`src/rtl/piso_serializer_if.sv`:
```
// Handshake and serial-output bundle for piso_serializer.
// The master side is the word producer and serial observer; the slave side is the serializer.
interface piso_serializer_if #(
    parameter int unsigned WIDTH = 8
);
    logic             load_valid;
    logic [WIDTH-1:0] data_in;
    logic             load_ready;
    logic             ser_out;
    logic             ser_valid;
    logic             ser_first;
    logic             ser_last;
    logic             busy;

    modport master (
        output load_valid, data_in,
        input  load_ready, ser_out, ser_valid, ser_first, ser_last, busy
    );

    modport slave (
        input  load_valid, data_in,
        output load_ready, ser_out, ser_valid, ser_first, ser_last, busy
    );
endinterface

```
`src/rtl/piso_serializer.sv`:
```
// LSB-first parallel-in/serial-out transmitter with valid/ready load and frame markers.
// Define PISO_PARITY_EN to append an even-parity bit after the data MSB.
module piso_serializer #(
    parameter int unsigned WIDTH = 8
) (
    input logic              clk,
    input logic              reset,
    piso_serializer_if.slave bus
);
`ifdef PISO_PARITY_EN
    localparam int unsigned FRAME = WIDTH + 1;
`else
    localparam int unsigned FRAME = WIDTH;
`endif
    localparam int unsigned CW = $clog2(WIDTH + 1);
    localparam logic [CW-1:0] LAST_CNT = CW'(FRAME - 1);

    typedef enum logic {IDLE, SHIFT} state_t;

    state_t           state, state_n;
    logic [FRAME-1:0] shreg, shreg_n;
    logic [CW-1:0]    cnt, cnt_n;
    logic [FRAME-1:0] load_word;
    logic             at_last;
    logic             ready;
    logic             transfer;

`ifdef PISO_PARITY_EN
    assign load_word = {^bus.data_in, bus.data_in};
`else
    assign load_word = bus.data_in;
`endif

    always_ff @(posedge clk) begin
        if (reset) begin
            state <= IDLE;
            shreg <= '0;
            cnt   <= '0;
        end else begin
            state <= state_n;
            shreg <= shreg_n;
            cnt   <= cnt_n;
        end
    end

    always_comb begin
        state_n  = state;
        shreg_n  = shreg;
        cnt_n    = cnt;
        at_last  = (state == SHIFT) && (cnt == LAST_CNT);
        ready    = (state == IDLE) || at_last;
        transfer = bus.load_valid && ready;
        case (state)
            IDLE: begin
                if (transfer) begin
                    state_n = SHIFT;
                    shreg_n = load_word;
                    cnt_n   = '0;
                end
            end
            SHIFT: begin
                if (at_last) begin
                    // Reloading in the last-bit cycle keeps frames gapless.
                    if (transfer) begin
                        shreg_n = load_word;
                        cnt_n   = '0;
                    end else begin
                        state_n = IDLE;
                        shreg_n = '0;
                        cnt_n   = '0;
                    end
                end else begin
                    shreg_n = shreg >> 1;
                    cnt_n   = cnt + CW'(1);
                end
            end
            default: begin
                state_n = IDLE;
                shreg_n = '0;
                cnt_n   = '0;
            end
        endcase
    end

    // Outputs decode registered state only; no input reaches ser_* combinationally.
    assign bus.load_ready = ready;
    assign bus.ser_valid  = (state == SHIFT);
    assign bus.ser_out    = (state == SHIFT) && shreg[0];
    assign bus.ser_first  = (state == SHIFT) && (cnt == '0);
    assign bus.ser_last   = at_last;
    assign bus.busy       = (state == SHIFT);
endmodule

```
`src/flat_wrapper.sv`:
```
// flat-port wrapper written by rule: the top's interface ports become plain ports
module piso_serializer_flat 
#(
    parameter int unsigned WIDTH = 8
)
  (clk, reset, bus_load_valid, bus_data_in, bus_load_ready, bus_ser_out, bus_ser_valid, bus_ser_first, bus_ser_last, bus_busy);
  piso_serializer_if #(.WIDTH(WIDTH)) bus_i ();
  input logic clk;
  input logic reset;
  input wire logic [$bits(bus_i.load_valid)-1:0] bus_load_valid;
  input wire logic [$bits(bus_i.data_in)-1:0] bus_data_in;
  output wire logic [$bits(bus_i.load_ready)-1:0] bus_load_ready;
  output wire logic [$bits(bus_i.ser_out)-1:0] bus_ser_out;
  output wire logic [$bits(bus_i.ser_valid)-1:0] bus_ser_valid;
  output wire logic [$bits(bus_i.ser_first)-1:0] bus_ser_first;
  output wire logic [$bits(bus_i.ser_last)-1:0] bus_ser_last;
  output wire logic [$bits(bus_i.busy)-1:0] bus_busy;
  assign bus_i.load_valid = bus_load_valid;
  assign bus_i.data_in = bus_data_in;
  assign bus_load_ready = bus_i.load_ready;
  assign bus_ser_out = bus_i.ser_out;
  assign bus_ser_valid = bus_i.ser_valid;
  assign bus_ser_first = bus_i.ser_first;
  assign bus_ser_last = bus_i.ser_last;
  assign bus_busy = bus_i.busy;
  piso_serializer #(.WIDTH(WIDTH)) u_core (.clk(clk), .reset(reset), .bus(bus_i));
endmodule
```
`config.mk`:
```
export PLATFORM = sky130hd
export DESIGN_NAME = piso_serializer_flat
export DESIGN_NICKNAME = d
export VERILOG_FILES = /design/src/rtl/piso_serializer_if.sv /design/src/rtl/piso_serializer.sv /design/src/flat_wrapper.sv
export SDC_FILE = /design/constraint.sdc
export NUM_CORES = 1
export LEC_CHECK = 0
export BUFFER_PORTS_ARGS = -buffer_cell sky130_fd_sc_hd__buf_2
export CAP_MARGIN = 25
export CORE_MARGIN = 2
export CORE_UTILIZATION = 35
export CTS_CLUSTER_SIZE = 8
export DETAILED_ROUTE_END_ITERATION = 8
export PLACE_DENSITY_LB_ADDON = 0.3
export SYNTH_ARGS = -nofsm -noshare
export SYNTH_HDL_FRONTEND = slang
export SYNTH_SLANG_ARGS = --single-unit
```
`constraint.sdc`:
```
create_clock -name clk -period 1.9 [get_ports clk]
set_clock_uncertainty 0.15 [all_clocks]
set_input_delay 0.095 -clock clk [delete_from_list [all_inputs] [get_ports clk]]
set_output_delay 0.095 -clock clk [all_outputs]
set_load 0.01 [all_outputs]
```
* Yosys cells after proc, flatten, opt, wreduce, memory -nomap -nowiden
Cells that the tools add are included.
** Storage, ports and cells
- Output and inout port bits :: 6
- Register bits after elaboration :: 13
- Logic and storage cells :: 23
- Input bits :: 11
** Operators by class
- Reduce and logical (&&, ||, !) cells :: 6
- Equality and inequality tests :: 2
- Bitwise gates (word level) :: 1
- Muxes and demuxes :: 10
- Add/sub/neg operators :: 1
** Operators with widths (number)
- 2-to-1 mux 8 bit :: 3
- one-hot mux 8 bit (2 select lines) :: 1
- 2-to-1 mux 4 bit :: 2
- one-hot mux 4 bit (2 select lines) :: 1
- adder 4 x 1 -> 4 bit (second input constant) :: 1
- == test 4 x 3 -> 1 bit (second input constant) :: 1
- logical AND 1 bit :: 4
- zero test 4 bit :: 1
- 2-to-1 mux 1 bit :: 2
- inequality test 2 x 1 -> 1 bit (second input constant) :: 1
- one-hot mux 1 bit (2 select lines) :: 1
- logical OR 1 bit :: 1
- inverter 1 bit :: 1

* Longest topological paths before layout
Gate-level depths: netlist of run 1.
- Depth in word-level cells :: 7
- Depth in mapped cells :: 5
- Mapped depth without buffers :: 4

* Worst setup path before layout of run 1
Ideal clock, no wire load.
- Path type :: register -> register
- Start :: register u_core.cnt[0]
- End :: register u_core.shreg[0]
- Stages on the path, launching flop included :: 5
- Period minus slack after synthesis :: 1.395 ns
- Data required time :: 1.675 ns
- Setup time :: 0.075 ns
- Slack :: 0.505 ns
- Path buffers :: 0
- Arrival :: 1.170 ns
- Cell sequence :: dfxtp_1 ha_1 and4b_4 a211o_4 o22ai_1
** On the way
- Longest elaborated chain between the ends :: 7
- Elaborated cells on any way between the ends :: 8
- Those cells by class :: eq/ne (2); mux (3); reduce/logical (3)
** Ends and longest elaborated chain
- from (decl) :: line piso_serializer.sv:22 : logic [CW-1:0] cnt, cnt_n;
- from (signal assigned) :: line piso_serializer.sv:42 : cnt <= cnt_n;
- == test 4 x 3 -> 1 bit * :: line piso_serializer.sv:50 : at_last = (state == SHIFT) && (cnt == LAST_CNT);
- logical AND 1 bit * :: line piso_serializer.sv:50
- via bus_ser_last :: line flat_wrapper.sv:16 : output wire logic [$bits(bus_i.ser_last)-1:0] bus_ser_last;
- logical OR 1 bit :: line piso_serializer.sv:51 : ready = (state == IDLE) || at_last;
- logical AND 1 bit :: line piso_serializer.sv:52 : transfer = bus.load_valid && ready;
- 2-to-1 mux 8 bit :: line piso_serializer.sv:64 : if (transfer) begin
- 2-to-1 mux 8 bit :: line piso_serializer.sv:62 : if (at_last) begin
- one-hot mux 8 bit (2 select lines) :: line piso_serializer.sv:53 : case (state)
- to (signal assigned) :: line piso_serializer.sv:41 : shreg <= shreg_n;
- to (decl) :: line piso_serializer.sv:21 : logic [FRAME-1:0] shreg, shreg_n;
The timed path passes the listed nets; every way through them passes the cells marked *.
A chain may end at the register's enable or synchronous reset.

* Worst setup path after layout of run 1
- Start :: register u_core.cnt[1]
- End :: output bus_load_ready
** On the way
- Longest elaborated chain between the ends :: 3
** Ends and longest elaborated chain
- == test 4 x 3 -> 1 bit :: line piso_serializer.sv:50
- logical AND 1 bit :: line piso_serializer.sv:50
- logical OR 1 bit :: line piso_serializer.sv:51
- to (decl) :: line flat_wrapper.sv:12 : output wire logic [$bits(bus_i.load_ready)-1:0] bus_load_ready;
No other way between the ends.

==> key figures, run 1 <==
Status
  – Status: complete, no violations

Worst setup path
  – Slowest-stage cell, CP: dfxtp_1
  – Cell class contributing the biggest share of worst-path delay: flip-flops
  – Critical Path AT: 1.37 ns
  – Crit Path Category: reg -> out
  – Crit path required time: 1.65 ns
  – Startpoint type of the worst setup path: flop
  – Endpoint type of the worst setup path: output pin
  – CP Cell Sequence: ha_1 > nand3b_1 > nand2_1 > buf_2
  – Worst-path fanout max: 4
  – Worst path max stage delay: 0.37 ns
  – CP bufs+invs: 1

Yosys
  – Post-synthesis adder-cell area fraction: 3.704%
  – Synth Net Count: 83
  – Synthesized area: 675.6 um2
  – Synth cell count leaders: o22ai_1, dfxtp_1, o211ai_1
  – Post-synth top flop: dfxtp_1
  – Syn avg cell area: 9.652 um2
  – Post-synth top area share: 38.52%
  – Top post-synthesis cells by area: dfxtp_1, o22ai_1, o211ai_1
  – Post-Synth XOR/XNOR Area: 0%
  – Distinct cells, synth: 29
  – Main combinational cell family by area after synthesis: compound AO/OA/AOI/OAI gates
  – Synth Instances: 70
  – #FFs+latches synth: 13
  – Synth warn: 0
  – Simple-Gate Fraction of Synth Area: 13.52%
  – Cell taking the most area after synthesis: dfxtp_1
  – Register area share after synthesis: 38.52%
  – Mux cell area share after synthesis: 0%
  – Top-count cell post-synth: o22ai_1
  – Post-synth ARST share: 0%
  – Post-synth EDFFs: 0
  – Compound-Gate Fraction of Synth Area: 34.81%

Die
  – Starting Density: 38.30%
  – Chip width: ~48 um
  – Ports: 17
  – DIE AREA: 2298 um2
  – Core Region: approximately 1800 um2
  – Chip Height: roughly 48 um
  – Row Count: 15

Clock network
  – Worst-skew pair later-pin latency: 0.28 ns
  – Max Root-Sink Buffers: 2
  – Clock-pin slew on the worst setup and hold paths: about 0.080 ns
  – PostCTS Resize Cnt: 0
  – Post-CTS Setup Inserts: 0
  – CTS Buf Count: 3
  – H-tree depth: 1
  – CTS tree: built
  – Clock sinks: 13
  – CTS root buf: clkbuf_4

Timing
  – Worst rel slew slack: between 60% and 70%
  – Tmin final: between 1.5 and 2 ns
  – Final critical-path share of the clock period: a little over four fifths
  – Actual slew at the worst max-slew pin: 0.5681 ns
  – Max frequency: 620.5 MHz
  – Setup ws final: 0.2885 ns
  – Setup Viol. Count Final: 0
  – Fin. max-slew vios: 0
  – RSZ-0062 raised after global routing: no
  – Final Hold Viols: 0
  – Post-route setup TNS: 0 ns

Power
  – Pwr dens: 695.0 nW/um2
  – Peak VDD IR: 333.8 uV
  – Leakage power: about 0.00035 uW

Finish
  – Layout area overhead: 29.63%
  – Number of antenna diodes: 0
  – Share of cells above drive strength 1: 25.00%
  – Final nets: 110
  – Final Util: approximately half
  – FILL cells: 196
  – Register area: 260.3 um2
  – Area of the multi-input gates: 351.6 um2

Place
  – Dpl ws: 0.4168 ns
  – Gpl congestion: 0.7046
  – HPWL Detailed: 988.4 um
  – Count of input and output buffers: 16

Global routing
  – First-pass GRT wire length: 2573 um
  – Grt ovf: 0
  – Total GRT Usage: 16.12%
  – Initial antenna violation count: 0
  – Vias in the first global route: 616
  – Largest net degree at the start of global routing: 18

Drt
  – Detailed Route WL: about 1500 um
  – WL/cell: between 10 and 15 um
  – 1st-pass router iterations: 4
  – Via count: 644
  – Initial DRC count: 12
  – DRC Markers: 0
  – Via/cell ratio: 5.322
  – Remaining antenna violation count: 0

Hold path
  – Hold Path Class: reg -> reg

Job
  – Max-Cap Viols: 0
routing by layer:
| metal | GRT usage (%) | share of wire [%] |
|---|---|---|
| met5 | 0 | 0 |
| met1 | 20.27 | 49 |
| met3 | 6.038 | 5.0 |
| met2 | 25.07 | 46 |
| met4 | 5.946 | 0.52 |
power by group:
part	switching (uW)	internal, uW
Sequential	17.9	295
Combinational	60.1	59.8
Clock	93.9	81.5
Total	172	437
timing repair:
action                                  4_1_cts  5_1_grt
hold buffers                                 10        0
endpoints found under the setup margin        0        0
hold endpoints to repair                     11        0
area by class of cell:
class	instances	share of cell area (%)
clock buffer	4	3.000
tap	25	3.571
timing repair buffer	27	21.43
multi-input combinational	47	40.14
sequential	13	29.71
inverter	5	2.143
state kept, by name (all words and copies together), names as in the netlist:
register         flops
u_core.shreg         8
u_core.cnt           4
u_core.bus.busy      1
cell usage in the layout, fill, tap and decap left out:
master,instances
ha_1,2
nand2_1,2
and2_1,1
a21oi_1,3
nand2b_1,1
nand3_1,1
dfxtp_1,13
inv_1,4
o41ai_1,1
a211o_4,1
buf_2,16
o211ai_1,6
a41o_1,1
o22ai_1,14
clkbuf_4,3
buf_4,1
o31ai_1,1
nand4_1,1
nor3_1,1
and4b_4,1
dlygate4sd3_1,10
nor2_1,1
clkbuf_1,1
a41oi_1,1
nor4b_1,1
nand3b_1,1
nor3b_1,2
o21a_1,1
a311oi_2,1
or2_1,1
clkinv_1,1
o211ai_2,1
worst min-delay path: stages (launching register included):
cell and delay [ns]:
dfxtp_1 0.33, nand3_1 0.10, o41ai_1 0.06
worst paths after layout:
kind / end / slack [ns] / depth (start not counted) / start
max: bus_load_ready / 0.29 / 4 / u_core.cnt[1]
min: u_core.cnt[3] / 0.39 / 2 / u_core.cnt[0]
max reg2reg: u_core.shreg[1] / 0.41 / 4 / u_core.cnt[0]
min reg2reg: u_core.cnt[3] / 0.39 / 2 / u_core.cnt[0]
metrics by stage:
| stage | power (uW) | instance area [um2] | cells | hold slack, ns |
|---|---|---|---|---|
| after floorplan | 397.7 | 675.6 | 70 | 0.09548 |
| after global placement | 421.2 | 749.5 | 107 | 0.2032 |
| after detailed placement | 423.3 | 749.5 | 107 | 0.2069 |
| after CTS | 614.1 | 875.8 | 121 | 0.3915 |
| after global routing | 645.2 | 875.8 | 121 | 0.4271 |
| final | 608.7 | 875.8 | 121 | 0.3904 |
cells by family (layout without fill, tap and decap cells):
kind of cell | Yosys count | after routing
buffers and inverters | 10 | 36
and+or+nand+nor | 14 | 14
DFF | 13 | 13
adders and majority gates | 2 | 2
AOI/OAI and AO/OA | 31 | 31
No activity file was read; power rests on OpenSTA's default activity.
==> run 2, diff against run 1 <==
==> constraint.sdc (replaced) <==
create_clock -name clk -period 1.3 [get_ports clk]
set_clock_uncertainty 0.15 [all_clocks]
set_input_delay 0.065 -clock clk [delete_from_list [all_inputs] [get_ports clk]]
set_output_delay 0.065 -clock clk [all_outputs]
set_load 0.01 [all_outputs]
==> run 2 against run 1 <==
The run now ends with negative setup slack left. First-iteration DRC count up 58%. Setup slack worse by 0.44 ns. Non-clock buffer count up 15. Largest cell class unchanged. Combinational power up 120%. Die area unchanged. Sequential share of layout area down 5.8 points. Design area up 29%. Global-route usage up 2.8 points. Critical path depth up 1.
==> key figures, run 2 (synthesis gave the netlist of run 1 again) <==
Drt
  – DRC Markers: 0 (unchanged)
  – Detailed Route WL: 1984 um (+29%)
  – Via/cell ratio: 5.559 (+4.4%)
  – Remaining antenna violation count: 0 (unchanged)
  – WL/cell: 14.59 um (+14%)
  – Via count: 756 (+17%)
  – Initial DRC count: 19 (+7)
  – 1st-pass router iterations: 4 (unchanged)

Place
  – Count of input and output buffers: 16 (unchanged)
  – Placed cell area: 853.3 um2 (+14%)
  – Gpl congestion: 0.8383 (+19%)
  – HPWL Detailed: 1177 um (+19%)
  – Inst Count DP: 117 (+9.3%)

Timing
  – RSZ-0062 raised after global routing: yes
  – Final Hold Viols: 0 (unchanged)
  – Max frequency: between 600 and 700 MHz
  – Tmin final: 1.447 ns
  – Setup ws final: -0.1470 ns (-0.4355 ns)
  – Final critical-path share of the clock period: 111.3%
  – Worst rel slew slack: 82.49% (+20 points)
  – Hold WS: 0.03812 ns (-0.3522 ns)
  – Actual slew at the worst max-slew pin: 0.2590 ns (-0.3090 ns)
  – Setup Viol. Count Final: 11 (+11)
  – Fin. max-slew vios: 0 (unchanged)

Finish
  – Area of the multi-input gates: 429.2 um2 (+22%)
  – Layout Cells excl Fill: 136 (+12%)
  – Layout area overhead: 66.67%
  – Final nets: 125 (+14%)
  – Final Util: 63.83% (+14 points)
  – Commonest non-fill, non-tap cell in the layout: buf_2
  – Cell area after layout: 1126 um2 (+29%)
  – Register area: 269.0 um2 (+3.4%)
  – Most frequent cells in the layout: buf_2, dlygate4sd3_1, o22ai_1, dfxtp_1, buf_4
  – Number of antenna diodes: 0 (unchanged)
  – Reg with most FFs: u_core.shreg
  – FILL cells: 147 (-25%)
  – Max reg flops: 8 (unchanged)
  – Share of cells above drive strength 1: 49.55% (+25 points)

Die
  – Chip Height: 47.94 um (unchanged)
  – Row Count: 15 (unchanged)
  – Core Region: 1764 um2 (unchanged)
  – Starting Density: 38.30% (unchanged)
  – Ports: 17 (unchanged)
  – Chip width: 47.94 um (unchanged)
  – DIE AREA: 2298 um2 (unchanged)

Clock network
  – Clock-pin slew on the worst setup and hold paths: 0.09 ns (about the same)
  – Worst-skew pair later-pin latency: 0.27 ns (about the same)
  – CTS Buf Count: 3 (unchanged)
  – CTS tree: built
  – Max Root-Sink Buffers: 2 (unchanged)
  – CTS root buf: clkbuf_4
  – H-tree depth: 1 (unchanged)
  – Clock sinks: 13 (unchanged)

Status
  – Failing checks: negative setup slack
  – Status: finished, violations left

Worst setup path
  – Crit Path Category: reg -> out
  – CP Cell Sequence: ha_4 > nand3b_1 > nand2_2 > buf_6 > buf_6
  – Endpoint type of the worst setup path: output pin
  – Critical Path AT: 1.23 ns (-0.14 ns)
  – Startpoint type of the worst setup path: flop
  – Crit path required time: 1.09 ns (-0.56 ns)
  – Worst-path fanout max: 4 (unchanged)
  – Worst setup path startpoint: u_core.cnt[0]
  – Most frequent CP cell: buf_6
  – RR Startpoint: u_core.cnt[0]
  – Worst path max stage delay: 0.36 ns (about the same)
  – Slowest-stage cell, CP: dfxtp_4

Power
  – Leakage power: 0.0004579 uW (+31%)
  – Pwr dens: 870.4 nW/um2 (+25%)
  – Peak VDD IR: 753.2 uV (+130%)
  – Total power: 980.1 uW (+61%)

Global routing
  – First-pass GRT wire length: 2980 um (+16%)
  – Total GRT Usage: 18.95% (+2.8 points)
  – Vias in the first global route: 649 (+5.4%)
  – Grt ovf: 0 (unchanged)
  – Largest net degree at the start of global routing: 18 (unchanged)
  – Initial antenna violation count: 0 (unchanged)

Hold path
  – Hold Path Class: in -> reg
  – Worst hold path startpoint: reset

Job
  – Max-Cap Viols: 0 (unchanged)
-- run 2: changes by cell type in the layout (fill, tap and decap cells not counted), moves of 3 or more --
cell | before | now
o22ai_1 | 14 | 10
buf_4 | 1 | 9
buf_6 | 0 | 7
o22ai_2 | 0 | 4
dfxtp_1 | 13 | 10
-- run 2: through the flow --
step	worst slack, ns	TNS (ns)
floorplan	-0.03766	-0.2259
global placement	-0.05864	-0.2570
detailed placement	-0.08377	-0.4144
CTS	-0.1626	-1.004
global route	-0.1965	-1.795
finish	-0.1470	-1.200
-- run 2: repair_timing --
| item | 4_1_cts | 5_1_grt |
|---|---|---|
| setup endpoints to repair | 11 | 13 |
| hold endpoints to repair | 11 | 0 |
| gates resized for setup | 19 | 7 |
| pin swaps | 9 | 7 |
| setup buffers | 3 | 1 |
| hold buffers | 11 | 0 |
-- run 2: worst paths after layout --
path | cells after the start | end | slack (ns)
setup / recovery | 5 | bus_load_ready | -0.15
hold / removal | 4 | u_core.cnt[0] | 0.04
setup reg to reg | 4 | u_core.shreg[0] | -0.14
hold reg to reg | 2 | u_core.shreg[6] | 0.44
-- run 2: routing by layer --
layer  global-route usage [%]  up-vias  wire [um]
li1                         -      362          -
met1                    25.90      374        929
met2                    28.53       18        968
met5                        0        -          0
met4                    9.189        0         13
met3                    3.396        2         73
-- run 2: cell type report --
cell class                      instances  share of cell area, %
Timing Repair Buffer                   42                  30.78
Sequential cell                        13                  23.89
Clock buffer                            4                  2.333
Multi-Input combinational cell         47                  38.11
Inverter                                5                  2.111
Tap cell                               25                  2.778
-- run 2: critical path, delay by kind of cell (launching register included) --
kind | cells | cell delay [ns]
AND/OR/NAND/NOR | 2 | 0.21
adder cells (fa/ha/maj) | 1 | 0.16
flip-flops | 1 | 0.36
buffers and inverters | 2 | 0.23
-- run 2: where the power goes --
part / total, uW / leakage [uW] / switching [uW] / internal, uW
logic: 264 / 0.000334 / 117 / 146
registers: 462 / 0.000109 / 30.8 / 431
clock network: 254 / 0.0000150 / 135 / 119
==> run 3, diff against run 2 <==
--- a/config.mk
+++ b/config.mk
@@ -7,8 +7,10 @@
 export LEC_CHECK = 0
 export BUFFER_PORTS_ARGS = -buffer_cell sky130_fd_sc_hd__buf_2
 export CAP_MARGIN = 25
+export CELL_PAD_IN_SITES_DETAIL_PLACEMENT = 1
+export CELL_PAD_IN_SITES_GLOBAL_PLACEMENT = 2
 export CORE_MARGIN = 2
-export CORE_UTILIZATION = 35
+export CORE_UTILIZATION = 27
 export CTS_CLUSTER_SIZE = 8
 export DETAILED_ROUTE_END_ITERATION = 8
 export PLACE_DENSITY_LB_ADDON = 0.3
==> run 3 against run 2 <==
Via count decreased by 4.2%. Highest routed layer unchanged. The run still ends with negative setup slack left. Hold slack got worse by 0.038 ns. Non-clock buffer count is the same. Die area rose by 27%. Sequential share of layout area decreased by 0.38 points. Clock-buffer cell count is the same.
==> key figures, run 3 (synthesis gave the netlist of run 1 again) <==
Finish
  – Final nets: 125 (unchanged)
  – Number of antenna diodes: 0 (unchanged)
  – Layout area overhead: 67.78%
  – Commonest non-fill, non-tap cell in the layout: buf_2
  – Share of cells above drive strength 1: 52.25% (+2.7 points)
  – Final Util: 46.60% (-17 points)
  – Max reg flops: 8 (unchanged)
  – Reg with most FFs: u_core.shreg
  – Most frequent cells in the layout: buf_2, o22ai_1, dlygate4sd3_1, buf_4, dfxtp_1

Timing
  – Final Hold Viols: 0 (unchanged)
  – Setup ws final: -0.1413 ns (+0.005702 ns)
  – RSZ-0062 raised after global routing: yes
  – Max frequency: 693.8 MHz (+0.40%)
  – Fin. max-slew vios: 0 (unchanged)
  – Tmin final: 1.441 ns (-0.005702 ns)
  – Post-route setup TNS: -1.197 ns (+0.003370 ns)
  – Worst rel slew slack: 80.77% (-1.7 points)
  – Actual slew at the worst max-slew pin: 0.2876 ns (+0.02855 ns)
  – Final critical-path share of the clock period: 110.9% (-0.44 points)
  – Setup Viol. Count Final: 12 (+1)

Worst setup path
  – Endpoint type of the worst setup path: output pin
  – CP bufs+invs: 1 (-1)
  – Slowest-stage cell, CP: dfxtp_2
  – Reg-to-reg endpoint: u_core.cnt[3]
  – Crit path required time: 1.09 ns (about the same)
  – R2r setup slk: -0.14 ns (about the same)
  – Startpoint type of the worst setup path: flop
  – Worst-path fanout max: 4 (unchanged)
  – Worst path max stage delay: 0.37 ns (about the same)
  – RR Startpoint: u_core.cnt[0]
  – CP Cell Sequence: ha_4 > nand3b_1 > nand2_2 > buf_6
  – Critical Path AT: 1.23 ns (about the same)
  – Crit Path Category: reg -> out
  – R2R depth: 5 (+1)
  – Cell class contributing the biggest share of worst-path delay: flip-flops

Drt
  – Remaining antenna violation count: 0 (unchanged)
  – DRC Markers: 0 (unchanged)
  – WL/cell: 14.26 um (-2.3%)
  – Initial DRC count: 4 (-15)
  – Detailed Route WL: 2010 um (+1.3%)
  – 1st-pass router iterations: 4 (unchanged)
  – Via count: 724 (-4.2%)
  – Via/cell ratio: 5.135 (-7.6%)

Global routing
  – Total GRT Usage: 15.53% (-3.4 points)
  – GR Util met2: 23.98% (-4.5 points)
  – Gr busiest metal: met2
  – Grt ovf: 0 (unchanged)
  – GR Layer Usage met3: 2.500% (-0.90 points)
  – Routing usage on met1: 21.20% (-4.7 points)
  – First-pass GRT wire length: 3236 um (+8.6%)
  – Largest net degree at the start of global routing: 18 (unchanged)
  – Initial antenna violation count: 0 (unchanged)
  – Vias in the first global route: 691 (+6.5%)

Die
  – Row Count: 18 (+3)
  – Chip width: 54.03 um (+13%)
  – Ports: 17 (unchanged)
  – Chip Height: 54.03 um (+13%)
  – Starting Density: 27.78% (-11 points)
  – Core Region: 2432 um2 (+38%)
  – DIE AREA: 2919 um2 (+27%)

Clock network
  – Worst-skew pair later-pin latency: 0.27 ns (about the same)
  – Clock sinks: 13 (unchanged)
  – Max Root-Sink Buffers: 2 (unchanged)
  – CTS tree: built
  – CTS root buf: clkbuf_4
  – H-tree depth: 1 (unchanged)
  – CTS Buf Count: 3 (unchanged)
  – Clock-pin slew on the worst setup and hold paths: 0.08 ns (about the same)

Place
  – Gpl congestion: 0.6847 (-18%)
  – Dpl ws: -0.07744 ns (+0.006329 ns)
  – Count of input and output buffers: 16 (unchanged)
  – HPWL Detailed: 1398 um (+19%)

Power
  – Pwr dens: 863.6 nW/um2 (-0.78%)
  – Leakage power: 0.0004601 uW (+0.48%)
  – Peak VDD IR: 682.3 uV (-9.4%)

Hold path
  – Hold Path End: u_core.shreg[7]
  – Worst Hold Depth: 2 (-2)
  – Hold Path Class: in -> reg
  – Worst hold path startpoint: bus_load_valid

Status
  – Status: finished, violations left
  – Failing checks: negative setup slack

Job
  – Max-Cap Viols: 0 (unchanged)
-- run 3: timing repair --
item	CTS	global route
buffers inserted	3	2
hold endpoints to repair	13	0
pin swaps	10	2
hold buffers	10	0
endpoints found under the setup margin	12	15
gates resized for setup	20	7
-- run 3: worst max-delay path by stage --
stage                       start              end  slack, ns  cells past startpoint
detailed placement  u_core.cnt[0]  u_core.shreg[0]      -0.08                      4
CTS                 u_core.cnt[1]    bus_ser_first      -0.18                      6
global placement    u_core.cnt[0]  u_core.shreg[0]      -0.06                      4
floorplan           u_core.cnt[0]  u_core.shreg[0]      -0.04                      4
global route        u_core.cnt[0]   bus_load_ready      -0.20                      4
finish              u_core.cnt[0]   bus_load_ready      -0.14                      4
-- run 3: metal layers --
layer  vias to the layer above  share of wire [%]
met3                         2                2.5
met1                       345                 48
met5                         -                  0
met4                         0               0.75
li1                        365                  -
met2                        12                 49
-- run 3: cell type report --
cell class                 instances  area, um2
fill                             277       1299
multi-input combinational         47      435.4
timing repair buffer              42      344.1
sequential                        13      266.5
tap                               30      37.54
clock buffer                       4      26.28
inverter                           5      23.77
-- run 3: worst register-to-register path, stage by stage (launching register included) --
cell	delay [ns]
dfxtp_2	0.35
ha_4	0.17
nand3b_1	0.17
nand2_2	0.11
buf_4	0.15
o41ai_2	0.25
-- run 3: power breakdown --
part / switching [uW] / internal, uW / total [uW]
sequential: 31.2 / 432 / 463
clock: 129 / 119 / 248
combinational: 117 / 150 / 268
-- run 3: per-stage QoR --
step                instance area (um2)  cells  power, uW  hold slack (ns)
global placement                  859.6    122      653.8           0.1638
detailed placement                859.6    122      661.0           0.1906
floorplan                         691.9     70      584.3          0.05796
global route                       1134    141       1036          0.01350
CTS                                1091    139      970.2         0.001368
finish                             1134    141      978.9        0.0003497
